## config.mk

```make
export PLATFORM = sky130hd
export DESIGN_NAME = fft_agu_seq
export DESIGN_NICKNAME = d
export VERILOG_FILES = /design/src/rtl/fft_agu_seq.sv
export SDC_FILE = /design/constraint.sdc
export NUM_CORES = 1
export LEC_CHECK = 0
export CORE_MARGIN = 2
export CORE_UTILIZATION = 44
export CTS_CLUSTER_SIZE = 8
export DETAILED_ROUTE_END_ITERATION = 10
export PLACE_DENSITY = 0.61
export SYNTH_ARGS = -nofsm -noshare
export SYNTH_HDL_FRONTEND = slang
export SYNTH_SLANG_ARGS = --single-unit
```

## constraint.sdc

```tcl
create_clock -name clk -period 5.5 [get_ports clk]
set_input_delay 1.1 -clock clk [delete_from_list [all_inputs] [get_ports clk]]
set_output_delay 1.1 -clock clk [all_outputs]
set_load 0.01 [all_outputs]
```

## src/rtl/fft_agu_seq.sv

```systemverilog
// ============================================================================
// Module : fft_agu_seq
// Brief  : Sequencing address generator for an in-place radix-2 FFT: issues
//          rotated butterfly read addresses, twiddle addresses and delayed
//          write-back addresses, with inter-level drain gaps and global stall.
// Rev    : 1.0  initial release
// ============================================================================
`default_nettype none

module fft_agu_seq #(
  parameter int M    = 9,
  parameter int PIPE = 4,
  localparam int LW  = $clog2(M)
) (
  input  logic          clk,
  input  logic          reset,
  input  logic          start,
  input  logic          inv,
  input  logic          stall,
  output logic          busy,
  output logic          done,
  output logic [LW-1:0] level_out,
  output logic          rd_valid,
  output logic [M-1:0]  rd_adr_a,
  output logic [M-1:0]  rd_adr_b,
  output logic [M-2:0]  twiddle_adr,
  output logic          twiddle_conj,
  output logic          wr_en,
  output logic [M-1:0]  wr_adr_a,
  output logic [M-1:0]  wr_adr_b
);

  localparam int DW = (PIPE > 1) ? $clog2(PIPE) : 1;
  localparam int XW = 2 * M + 1;

  localparam logic [1:0] c_IDLE  = 2'd0;
  localparam logic [1:0] c_RUN   = 2'd1;
  localparam logic [1:0] c_DRAIN = 2'd2;
  localparam logic [1:0] c_FIN   = 2'd3;

  localparam logic [DW-1:0] c_DRAIN_LAST = DW'(PIPE - 1);
  localparam logic [LW-1:0] c_LEVEL_LAST = LW'(M - 1);
  localparam logic [LW:0]   c_M          = (LW + 1)'(M);

  logic [1:0]    state_q, state_d;
  logic [LW-1:0] level_q, level_d;
  logic [M-2:0]  index_q, index_d;
  logic [DW-1:0] dcnt_q, dcnt_d;
  logic          inv_q, inv_d;

  logic          busy_q;
  logic          done_q;
  logic          rdv_q;
  logic [M-1:0]  rda_q;
  logic [M-1:0]  rdb_q;
  logic [M-2:0]  tw_q;
  logic [LW-1:0] lvl_q;
  logic [XW-1:0] dl_q [PIPE];

  logic          w_frozen;
  logic [M-1:0]  w_adr_a;
  logic [M-1:0]  w_adr_b;
  logic [LW:0]   w_rsh;
  logic [M-1:0]  w_rot_a;
  logic [M-1:0]  w_rot_b;
  logic [LW-1:0] w_tw_sh;
  logic [M-2:0]  w_tw_mask;
  logic [M-2:0]  w_tw;

  // IDLE never freezes so that a start presented together with stall is taken.
  assign w_frozen = stall & (state_q != c_IDLE);

  // Level L butterfly addresses are the level-0 pair rotated left by L bits.
  assign w_adr_a = {index_q, 1'b0};
  assign w_adr_b = {index_q, 1'b1};
  assign w_rsh   = c_M - {1'b0, level_q};
  assign w_rot_a = (w_adr_a << level_q) | (w_adr_a >> w_rsh);
  assign w_rot_b = (w_adr_b << level_q) | (w_adr_b >> w_rsh);

  assign w_tw_sh   = c_LEVEL_LAST - level_q;
  assign w_tw_mask = {(M - 1){1'b1}} << w_tw_sh;
  assign w_tw      = index_q & w_tw_mask;

  always_comb begin
    state_d = state_q;
    level_d = level_q;
    index_d = index_q;
    dcnt_d  = dcnt_q;
    inv_d   = inv_q;
    case (state_q)
      c_IDLE: begin
        if (start) begin
          state_d = c_RUN;
          level_d = '0;
          index_d = '0;
          inv_d   = inv;
        end
      end
      c_RUN: begin
        index_d = index_q + (M - 1)'(1);
        if (&index_q) begin
          state_d = c_DRAIN;
          dcnt_d  = '0;
        end
      end
      c_DRAIN: begin
        if (dcnt_q == c_DRAIN_LAST) begin
          if (level_q == c_LEVEL_LAST) begin
            state_d = c_FIN;
          end else begin
            state_d = c_RUN;
            level_d = level_q + LW'(1);
            index_d = '0;
          end
        end else begin
          dcnt_d = dcnt_q + DW'(1);
        end
      end
      c_FIN: begin
        state_d = c_IDLE;
      end
      default: begin
        state_d = c_IDLE;
      end
    endcase
  end

  always_ff @(posedge clk) begin
    if (reset) begin
      state_q <= c_IDLE;
      level_q <= '0;
      index_q <= '0;
      dcnt_q  <= '0;
      inv_q   <= 1'b0;
      busy_q  <= 1'b0;
      done_q  <= 1'b0;
      rdv_q   <= 1'b0;
      rda_q   <= '0;
      rdb_q   <= '0;
      tw_q    <= '0;
      lvl_q   <= '0;
      for (int i = 0; i < PIPE; i++) begin
        dl_q[i] <= '0;
      end
    end else begin
      // busy/done track the FSM every edge so done stays a single-cycle pulse.
      done_q <= (state_q == c_FIN) && !stall;
      busy_q <= (state_q == c_RUN) || (state_q == c_DRAIN) ||
                ((state_q == c_FIN) && stall);
      if (!w_frozen) begin
        state_q <= state_d;
        level_q <= level_d;
        index_q <= index_d;
        dcnt_q  <= dcnt_d;
        inv_q   <= inv_d;
        rdv_q   <= (state_q == c_RUN);
        if (state_q == c_RUN) begin
          rda_q <= w_rot_a;
          rdb_q <= w_rot_b;
          tw_q  <= w_tw;
          lvl_q <= level_q;
        end
        dl_q[0] <= {rdv_q, rda_q, rdb_q};
        for (int i = 1; i < PIPE; i++) begin
          dl_q[i] <= dl_q[i-1];
        end
      end
    end
  end

  assign busy         = busy_q;
  assign done         = done_q;
  assign level_out    = lvl_q;
  assign rd_valid     = rdv_q & ~w_frozen;
  assign rd_adr_a     = rda_q;
  assign rd_adr_b     = rdb_q;
  assign twiddle_adr  = tw_q;
  assign twiddle_conj = inv_q;
  assign wr_en        = dl_q[PIPE-1][XW-1] & ~w_frozen;
  assign wr_adr_a     = dl_q[PIPE-1][2*M-1:M];
  assign wr_adr_b     = dl_q[PIPE-1][M-1:0];

endmodule

`default_nettype wire

```

==> impl_metrics.py, run 1 <==
metrics = {
    "setup_path": {
        "worstPathArrival_ns": 2.55,
        "cp-startpoint": "stall",
        "critical_path_class": "in -> out",
        "cp_max_fo": 7,
        "cp-end-kind": "output port",
        "critPathCapture": "rd_valid",
        "reg2reg_from": "state_q[0]",
        "cp.required_ns": 4.40,
        "r2r_end": "dl_q[1][3]",
        "reg2reg_depth": 4,
        "start_kind": "input pin",
        "r2r_slack_ns": 2.77,
    },
    "synthesis": {
        "synth_seq_area_share": 0.542,
        "synth_area_leader_cell": "edfxtp_1",
        "async_flop_share": 0,
        "synth_warnings": 0,
        "synth_edf_count": 76,
        "synth_top_cells_by_area": "edfxtp_1 38%, dfxtp_1 17%, and2_1 8.2%",
        "synth_fp_nets": 576,
        "synth_ff_type": "edfxtp_1",
        "syn_area_sq_um": 6060,
        "synth_cell_type_count": 61,
        "synth_top_area_frac": 0.376,
        "synthCells": 553,
        "ys_ff_latch": 126,
        "syn-mean-instance-area_sq_um": 11.0,
    },
    "clock_network": {
        "ctsRootBufferMaster": "clkbuf_16",
        "cts_hold_buf": 0,
        "cts.clk_slew.worst_paths_ns": 0.05,
        "cts_setup_buffers": 0,
        "clk_path_buf_depth": 2,
        "cts_tree": "built",
        "htreeDepth": 4,
        "cts-buffers-inserted": 17,
        "clkLatencyLatePin_ns": 0.42,
        "post_cts_resized": 0,
        "clock-sinks": 126,
    },
    "timing": {
        "setup_tns_ns": 0,
        "rsz0062_at_grt": "no",
        "whs_ns": 0.455,
        "fin_ws_ns": 1.85,
        "timing.final.crit_period_ns": 3.65,
        "skew_ns": 0.00874,
        "post-route-period-util": 0.664,
        "report.final.slew_viol_count": 0,
        "finalHoldViolCount": 0,
        "timing.fmax_mhz": 274,
        "slew_headroom": 0.225,
        "worstMarginPinSlew_ns": 1.16,
        "setup-violations-final": 0,
    },
    "grt": {
        "grt_start_max_net_pins": 78,
        "busiest_layer": "met2",
        "use_met3": 0.0395,
        "first_global_vias": 3921,
        "track_usage": 0.171,
        "use_met2": 0.279,
        "grtUsageMet1": 0.217,
        "grt_pass1_wl_mm": 19.6,
        "grt-ovfl-total": 0,
        "antenna_found_initial": 0,
    },
    "detailed_routing": {
        "detail_route.wl_per_cell_microns": 15.3,
        "drt_iter0_drc": 357,
        "drc": 0,
        "vias": 4058,
        "vias_per_cell": 5.30,
        "routed_wl_mm": 11.7,
        "first_pass_iters": 5,
        "ant_nets": 0,
    },
    "cells_and_area": {
        "n_antenna_cell": 0,
        "nets": 599,
        "synthToLayoutAreaGrowth_pct": 17.9,
        "fillers": 1199,
        "multi_input_area_sq_um": 2420,
        "final_layout_size_suffix_gt1_frac": 0.0747,
        "regArea_sq_um": 3280,
    },
    "pwr": {
        "sw_frac_of_total": 0.290,
        "ir_drop_mv": 0.192,
        "combinationalPowerShare": 0.239,
        "p_sw_mw": 0.938,
        "p_int_mw": 2.29,
        "leakage_nw": 2.60,
        "power.density_nw_per_um2": 452,
        "pwr-share-clk": 0.331,
        "share_seq_of_total_power": 0.430,
    },
    "run_status": {
        "status": "complete, no violations",
    },
    "placed_design": {
        "pre_cts_ws_ns": 1.86,
        "port-buffer-count": 57,
        "dpl.hpwl_mm": 7.59,
        "routabilityCongestion": 0.823,
    },
    "job": {
        "drv_cap": 0,
    },
    "floorplanning": {
        "rows": 42,
        "start_util": 0.454,
        "core_area_sq_um": 13300,
        "dieHeight_microns": 121,
        "ios": 58,
        "die_area_sq_um": 14700,
        "die_w_microns": 121,
    },
    "min_path": {
        "worst_hold_path_type": "reg -> reg",
    },
}
## through the flow
step	std cells	instance area, sq um	util	total power [mW]
finish	765	7150	0.536	3.23
global placement	733	6580	0.493	2.17
floorplan	553	6060	-	1.90
global route	765	7150	0.536	3.41
detailed placement	733	6580	0.493	2.19
CTS	765	7150	0.536	3.27
## kinds of logic after synthesis
| logic type | count (synthesis) | synth area share |
|---|---|---|
| AO/OA/AOI/OAI | 96 | 0.115 |
| XOR/XNOR | 3 | 0.00434 |
| adder cells (fa/ha/maj) | 18 | 0.0372 |
| buffers and inverters | 73 | 0.0617 |
| flip-flops | 126 | 0.542 |
| multiplexers | 22 | 0.0462 |
| AND/OR/NAND/NOR | 215 | 0.194 |
## cell usage in the layout, fill, tap and decap left out, types with 6 or more instances in the layout
| master | netlist | routed |
|---|---|---|
| nor2_1 | 32 | 31 |
| a21oi_1 | 29 | 29 |
| nand2_1 | 40 | 40 |
| nor3_1 | 6 | 6 |
| o21ai_0 | 10 | 10 |
| mux2i_1 | 16 | 16 |
| inv_1 | 16 | 16 |
| and2_1 | 79 | 79 |
| dfxtp_1 | 50 | 50 |
| edfxtp_1 | 76 | 76 |
| clkbuf_16 | 0 | 17 |
| ha_1 | 18 | 18 |
| a211oi_1 | 18 | 18 |
| nand3_1 | 16 | 16 |
| clkdlybuf4s50_1 | 0 | 56 |
## power groups by stage
| stage | registers, mW | logic [mW] | clock network (mW) |
|---|---|---|---|
| 4_1_cts | 1.40 | 0.782 | 1.09 |
| 2_1_floorplan | 1.40 | 0.498 | 0 |
| 6_report | 1.39 | 0.772 | 1.07 |
| 3_5_place_dp | 1.41 | 0.778 | 0 |
| 5_1_grt | 1.42 | 0.860 | 1.13 |
| 3_3_place_gp | 1.41 | 0.765 | 0 |
## critical path, stage by stage
cell,delay (ns)
clkdlybuf4s50_1,0.48
nand2b_1,0.26
and2_1,0.18
clkdlybuf4s50_1,0.53
## per-layer routing
metal / vias up / routed length (microns) / part of all wire
met5: - / 0 / 0
met3: 8 / 469 / 0.040
met2: 89 / 5850 / 0.50
met1: 1949 / 5270 / 0.45
met4: 0 / 104 / 0.0089
li1: 2012 / - / -
## state kept, by name, summed over array words and instances, names as in the netlist
register / flops
rd_adr_a: 9
rdv_q: 1
rd_adr_b: 9
dl_q: 76
twiddle_conj: 1
level_out: 4
index_q: 8
level_q: 4
done: 1
busy: 1
dcnt_q: 2
twiddle_adr: 8
state_q: 2
## worst min path at each step
stage | depth (start not counted) | slack (ns) | endpoint | from
floorplan | 2 | 0.44 | rdv_q | rdv_q
global placement | 2 | 0.44 | twiddle_adr[0] | twiddle_adr[0]
detailed placement | 2 | 0.44 | twiddle_adr[2] | twiddle_adr[2]
CTS | 2 | 0.46 | twiddle_adr[2] | twiddle_adr[2]
global route | 2 | 0.48 | twiddle_adr[1] | twiddle_adr[1]
finish | 2 | 0.45 | twiddle_conj | twiddle_conj
## final cells by class
cell class,instances,share of cell area
tap,176,0.0308
timing repair buffer,60,0.0823
multi-input combinational,354,0.339
inverter,17,0.00893
clock buffer,17,0.0595
sequential,126,0.459
clock inverter,15,0.0207
## cells in the mapped netlist (16+ instances only)
master,number
and2_1,79
edfxtp_1,76
dfxtp_1,50
nand2_1,40
nor2_1,32
a21oi_1,29
clkbuf_1,21
buf_4,20
a211oi_1,18
ha_1,18
inv_1,16
mux2i_1,16
nand3_1,16
No activity file was read; power rests on OpenSTA's default activity.
==> run 2, diff against run 1 <==
Settings changed: PLACE_DENSITY 0.61 to 0.63.
Clock period 5.5 ns to 3.1 ns, I/O delays scaled along.
==> run 2 against run 1 <==
Compared with the run above:
- via count is 2.0% higher
- hold slack hardly changed
- largest power group unchanged
- cell area rose by 1.1%
- highest routed layer unchanged
- sequential cell count unchanged
- critical path depth increased by 1
- cell count is 0.65% higher
- largest cell class unchanged
- combinational power rose by 83%
- non-clock buffer count up 5
- global-route usage is 0.76 points higher
- sequential share of layout area shrank 0.48 points
- clock power up 83%
==> impl_metrics.py, run 2 (synthesis gave the netlist of run 1 again) <==
metrics = {
    "setup_path": {
        "critical_path_class": "reg -> out",
        "start_kind": "flop",
        "cp.required_ns": 2.48,
        "cp-end-kind": "output port",
        "worstPathArrival_ns": 2.26,
        "cp_max_fo": 7,
    },
    "pwr": {
        "sw_frac_of_total": 0.294,
        "power.density_nw_per_um2": 807,
        "combinationalPowerShare": 0.241,
        "p_sw_mw": 1.72,
        "leakage_nw": 2.65,
        "pwr-share-clk": 0.337,
        "p_int_mw": 4.11,
        "ir_drop_mv": 0.361,
        "p_total_mw": 5.83,
        "share_seq_of_total_power": 0.422,
    },
    "timing": {
        "setup_tns_ns": 0,
        "finalHoldViolCount": 0,
        "setup-violations-final": 0,
        "post-route-period-util": 0.928,
        "worstMarginPinSlew_ns": 0.725,
        "skew_ns": 0.00570,
        "rsz0062_at_grt": "no",
        "report.final.slew_viol_count": 0,
        "timing.final.crit_period_ns": 2.88,
        "timing.fmax_mhz": 348,
        "slew_headroom": 0.511,
    },
    "cells_and_area": {
        "final_common_cell": "and2_1",
        "synthToLayoutAreaGrowth_pct": 19.2,
        "nets": 604,
        "utilization": 0.541,
        "final_layout_size_suffix_gt1_frac": 0.0859,
        "final_cells": 770,
        "top_register": "dl_q",
        "largest_register_ffs": 76,
        "n_antenna_cell": 0,
        "layout_common_cells": "79 x and2_1, 76 x edfxtp_1, 56 x clkdlybuf4s50_1",
    },
    "floorplanning": {
        "die_w_microns": 121,
        "core_area_sq_um": 13300,
        "die_area_sq_um": 14700,
        "rows": 42,
        "start_util": 0.454,
        "ios": 58,
        "dieHeight_microns": 121,
    },
    "clock_network": {
        "cts_tree": "built",
        "clkLatencyLatePin_ns": 0.42,
        "cts_hold_buf": 0,
        "cts_setup_buffers": 0,
        "ctsRootBufferMaster": "clkbuf_16",
        "clk_path_buf_depth": 2,
        "cts-buffers-inserted": 17,
        "cts.clk_slew.worst_paths_ns": 0.06,
        "htreeDepth": 4,
        "clock-sinks": 126,
        "post_cts_resized": 0,
    },
    "detailed_routing": {
        "first_pass_iters": 5,
        "drc": 0,
        "ant_nets": 0,
        "routed_wl_mm": 12.2,
        "detail_route.wl_per_cell_microns": 15.8,
        "vias_per_cell": 5.38,
        "drt_iter0_drc": 346,
        "vias": 4141,
    },
    "grt": {
        "grt-ovfl-total": 0,
        "track_usage": 0.179,
        "grt_start_max_net_pins": 77,
        "first_global_vias": 3982,
        "antenna_found_initial": 0,
        "grt_pass1_wl_mm": 20.4,
    },
    "job": {
        "drv_cap": 0,
    },
    "placed_design": {
        "place_inst": 738,
        "dpl.hpwl_mm": 7.98,
        "routabilityCongestion": 0.877,
        "port-buffer-count": 57,
    },
    "run_status": {
        "status": "complete, no violations",
    },
    "min_path": {
        "worst_hold_path_type": "reg -> reg",
    },
}
[run 2: changes by cell type in the layout (fill, tap and decap cells not counted)]
cell and change:
inv_6 +5, buf_4 +3, clkinv_1 -3, buf_12 +2
clkinvlp_4 -2, clkbuf_1 +1, clkinv_4 -1
[run 2: worst paths after layout]
| kind | from | end | slack (ns) | depth (start not counted) |
|---|---|---|---|---|
| max reg2reg | level_q[2] | rd_adr_a[4] | 0.67 | 6 |
| min reg2reg | twiddle_conj | twiddle_conj | 0.45 | 2 |
| max | state_q[0] | rd_valid | 0.22 | 5 |
| min | twiddle_conj | twiddle_conj | 0.45 | 2 |
[run 2: per-stage QoR]
stage	area [sq um]	hold slack (ns)	setup WS, ns
2_1_floorplan	6060	0.440	0.690
3_3_place_gp	6640	0.444	0.457
3_5_place_dp	6640	0.447	0.411
4_1_cts	7220	0.458	0.219
5_1_grt	7220	0.477	0.106
6_report	7220	0.455	0.223
[run 2: worst max-delay path: stages (launching register included)]
cell	delay, ns
dfxtp_1	0.42
inv_1	0.15
ha_1	0.30
nand2b_1	0.29
and2_1	0.22
clkdlybuf4s50_1	0.47
[run 2: cell type report]
type                    instances  area [sq um]
clock buffers                  18           429
clock inverters                14           156
fillers                      1201          6120
inverters                      17          63.8
multi-input cells             354          2420
flip-flops and latches        126          3280
well taps                     176           220
repair buffers                 65           651
[run 2: routing by layer]
layer / track usage / share of wire / vias up
met5: 0 / 0 / -
met1: 0.232 / 0.45 / 1983
met3: 0.0442 / 0.042 / 23
met2: 0.284 / 0.48 / 110
li1: - / - / 2025
met4: 0.0783 / 0.022 / 0
[run 2: power groups by stage]
| stage | logic (mW) | clock network [mW] | registers (mW) |
|---|---|---|---|
| CTS | 1.42 | 2.00 | 2.47 |
| detailed placement | 1.41 | 0 | 2.51 |
| finish | 1.41 | 1.96 | 2.46 |
| floorplan | 0.885 | 0 | 2.48 |
| global route | 1.55 | 2.08 | 2.51 |
| global placement | 1.38 | 0 | 2.49 |
==> run 3, diff against run 2 <==
Settings changed: CAP_MARGIN from default to 0, CORE_UTILIZATION 44 to 45, PLACE_DENSITY 0.63 to 0.65.
==> run 3 against run 2 <==
Compared with the run above:
- combinational power is essentially flat
- total power increased by 1.6%
- sequential cell count unchanged
- critical endpoint unchanged
- cell count increased by 0.39%
==> impl_metrics.py, run 3 (synthesis gave the netlist of run 1 again) <==
metrics = {
    "run_status": {
        "status": "complete, no violations",
    },
    "floorplanning": {
        "ios": 58,
        "die_area_sq_um": 14400,
        "start_util": 0.460,
        "rows": 42,
        "dieHeight_microns": 120,
        "core_area_sq_um": 13200,
        "die_w_microns": 120,
    },
    "cells_and_area": {
        "top_register": "dl_q",
        "n_antenna_cell": 0,
        "largest_register_ffs": 76,
        "final_common_cell": "and2_1",
        "final_layout_size_suffix_gt1_frac": 0.0905,
        "layout_common_cells": "79 x and2_1, 76 x edfxtp_1, 56 x clkdlybuf4s50_1",
        "synthToLayoutAreaGrowth_pct": 19.9,
        "nets": 607,
    },
    "timing": {
        "whs_ns": 0.455,
        "timing.fmax_mhz": 352,
        "setup_tns_ns": 0,
        "timing.final.crit_period_ns": 2.84,
        "slew_headroom": 0.525,
        "setup-violations-final": 0,
        "report.final.slew_viol_count": 0,
        "worstMarginPinSlew_ns": 0.705,
        "post-route-period-util": 0.918,
        "finalHoldViolCount": 0,
        "skew_ns": 0.00899,
        "rsz0062_at_grt": "no",
    },
    "clock_network": {
        "cts.clk_slew.worst_paths_ns": 0.06,
        "post_cts_resized": 0,
        "clock-sinks": 126,
        "cts_tree": "built",
        "ctsRootBufferMaster": "clkbuf_16",
        "cts_hold_buf": 0,
        "clkLatencyLatePin_ns": 0.42,
        "cts_setup_buffers": 0,
        "cts-buffers-inserted": 17,
        "clk_path_buf_depth": 2,
        "htreeDepth": 4,
    },
    "setup_path": {
        "r2r_end": "rd_adr_a[4]",
        "worst-path-buf-inv": 2,
        "slowest_delay_ns": 0.47,
        "reg2reg_depth": 6,
        "r2r_slack_ns": 0.69,
        "cp_max_fo": 7,
        "critical_path_class": "reg -> out",
        "crit_slowest_cell": "clkdlybuf4s50_1",
        "path_delay_family": "buffers and inverters",
        "path_cells": "inv_1 -> ha_1 -> nand2b_1 -> and2_1 -> clkdlybuf4s50_1",
        "cp.required_ns": 2.48,
        "cp-end-kind": "output port",
        "start_kind": "flop",
        "worstPathArrival_ns": 2.22,
        "cp.depth": 5,
        "reg2reg_from": "level_q[2]",
    },
    "min_path": {
        "holdPathStages": 2,
        "worst_hold_path_type": "reg -> reg",
        "min-delay-start": "twiddle_conj",
        "min_to": "twiddle_conj",
    },
    "detailed_routing": {
        "routed_wl_mm": 12.1,
        "first_pass_iters": 4,
        "drt_iter0_drc": 403,
        "vias_per_cell": 5.38,
        "ant_nets": 0,
        "detail_route.wl_per_cell_microns": 15.7,
        "drc": 0,
        "vias": 4155,
    },
    "grt": {
        "grt_pass1_wl_mm": 20.3,
        "track_usage": 0.179,
        "first_global_vias": 3988,
        "antenna_found_initial": 0,
        "grt-ovfl-total": 0,
        "grt_start_max_net_pins": 77,
    },
    "pwr": {
        "ir_drop_mv": 0.343,
        "leakage_nw": 2.68,
        "power.density_nw_per_um2": 814,
    },
    "placed_design": {
        "routabilityCongestion": 0.893,
        "dpl.hpwl_mm": 8.09,
        "port-buffer-count": 57,
    },
    "job": {
        "drv_cap": 0,
    },
}
-- run 3: cell types whose count changed in the layout (fill, tap and decap cells not counted), sizes merged --
cell,change
clkinvlp,-1
buf,+3
bufinv,+1
inv,-1
clkinv,+1
-- run 3: layout make-up --
type	instances	area [sq um]
Clock buffer	18	429
Clock inverter	14	181
Fill cell	1134	5920
Inverter	17	63.8
Multi-Input combinational cell	354	2420
Sequential cell	126	3280
Tap cell	176	220
Timing Repair Buffer	68	673
-- run 3: tightest hold or removal path, stage by stage (launching register included) --
cell,delay [ns]
dfxtp_1,0.30
nand2_1,0.05
a21oi_1,0.05
-- run 3: through the flow --
step	cell area (sq um)	cells	util	total power, mW	worst slack (ns)
2_1_floorplan	6060	553	-	3.36	0.690
3_3_place_gp	6660	741	0.505	3.89	0.464
3_5_place_dp	6660	741	0.505	3.93	0.419
4_1_cts	7270	773	0.551	5.97	0.248
5_1_grt	7270	773	0.551	6.22	0.126
6_report	7270	773	0.551	5.92	0.256
-- run 3: power breakdown --
| group | internal (mW) | total, mW | leakage (nW) | switching (mW) |
|---|---|---|---|---|
| clock network | 1.28 | 2.03 | 0.291 | 0.754 |
| registers | 2.28 | 2.47 | 1.31 | 0.189 |
| logic | 0.656 | 1.42 | 1.08 | 0.767 |
-- run 3: worst max-delay path by stage --
stage                     from    endpoint  slack [ns]
floorplan           state_q[0]  dl_q[0][0]        0.69
global placement         stall       wr_en        0.46
finish              state_q[0]    rd_valid        0.26
global route        state_q[0]    rd_valid        0.13
CTS                 state_q[0]       wr_en        0.25
detailed placement       stall       wr_en        0.42
-- run 3: layer usage --
| layer | vias to the layer above | track usage | share of wire |
|---|---|---|---|
| met5 | - | 0 | 0 |
| met4 | 0 | 0.0640 | 0.016 |
| met3 | 18 | 0.0494 | 0.041 |
| met2 | 84 | 0.289 | 0.49 |
| met1 | 2018 | 0.231 | 0.45 |
| li1 | 2035 | - | - |
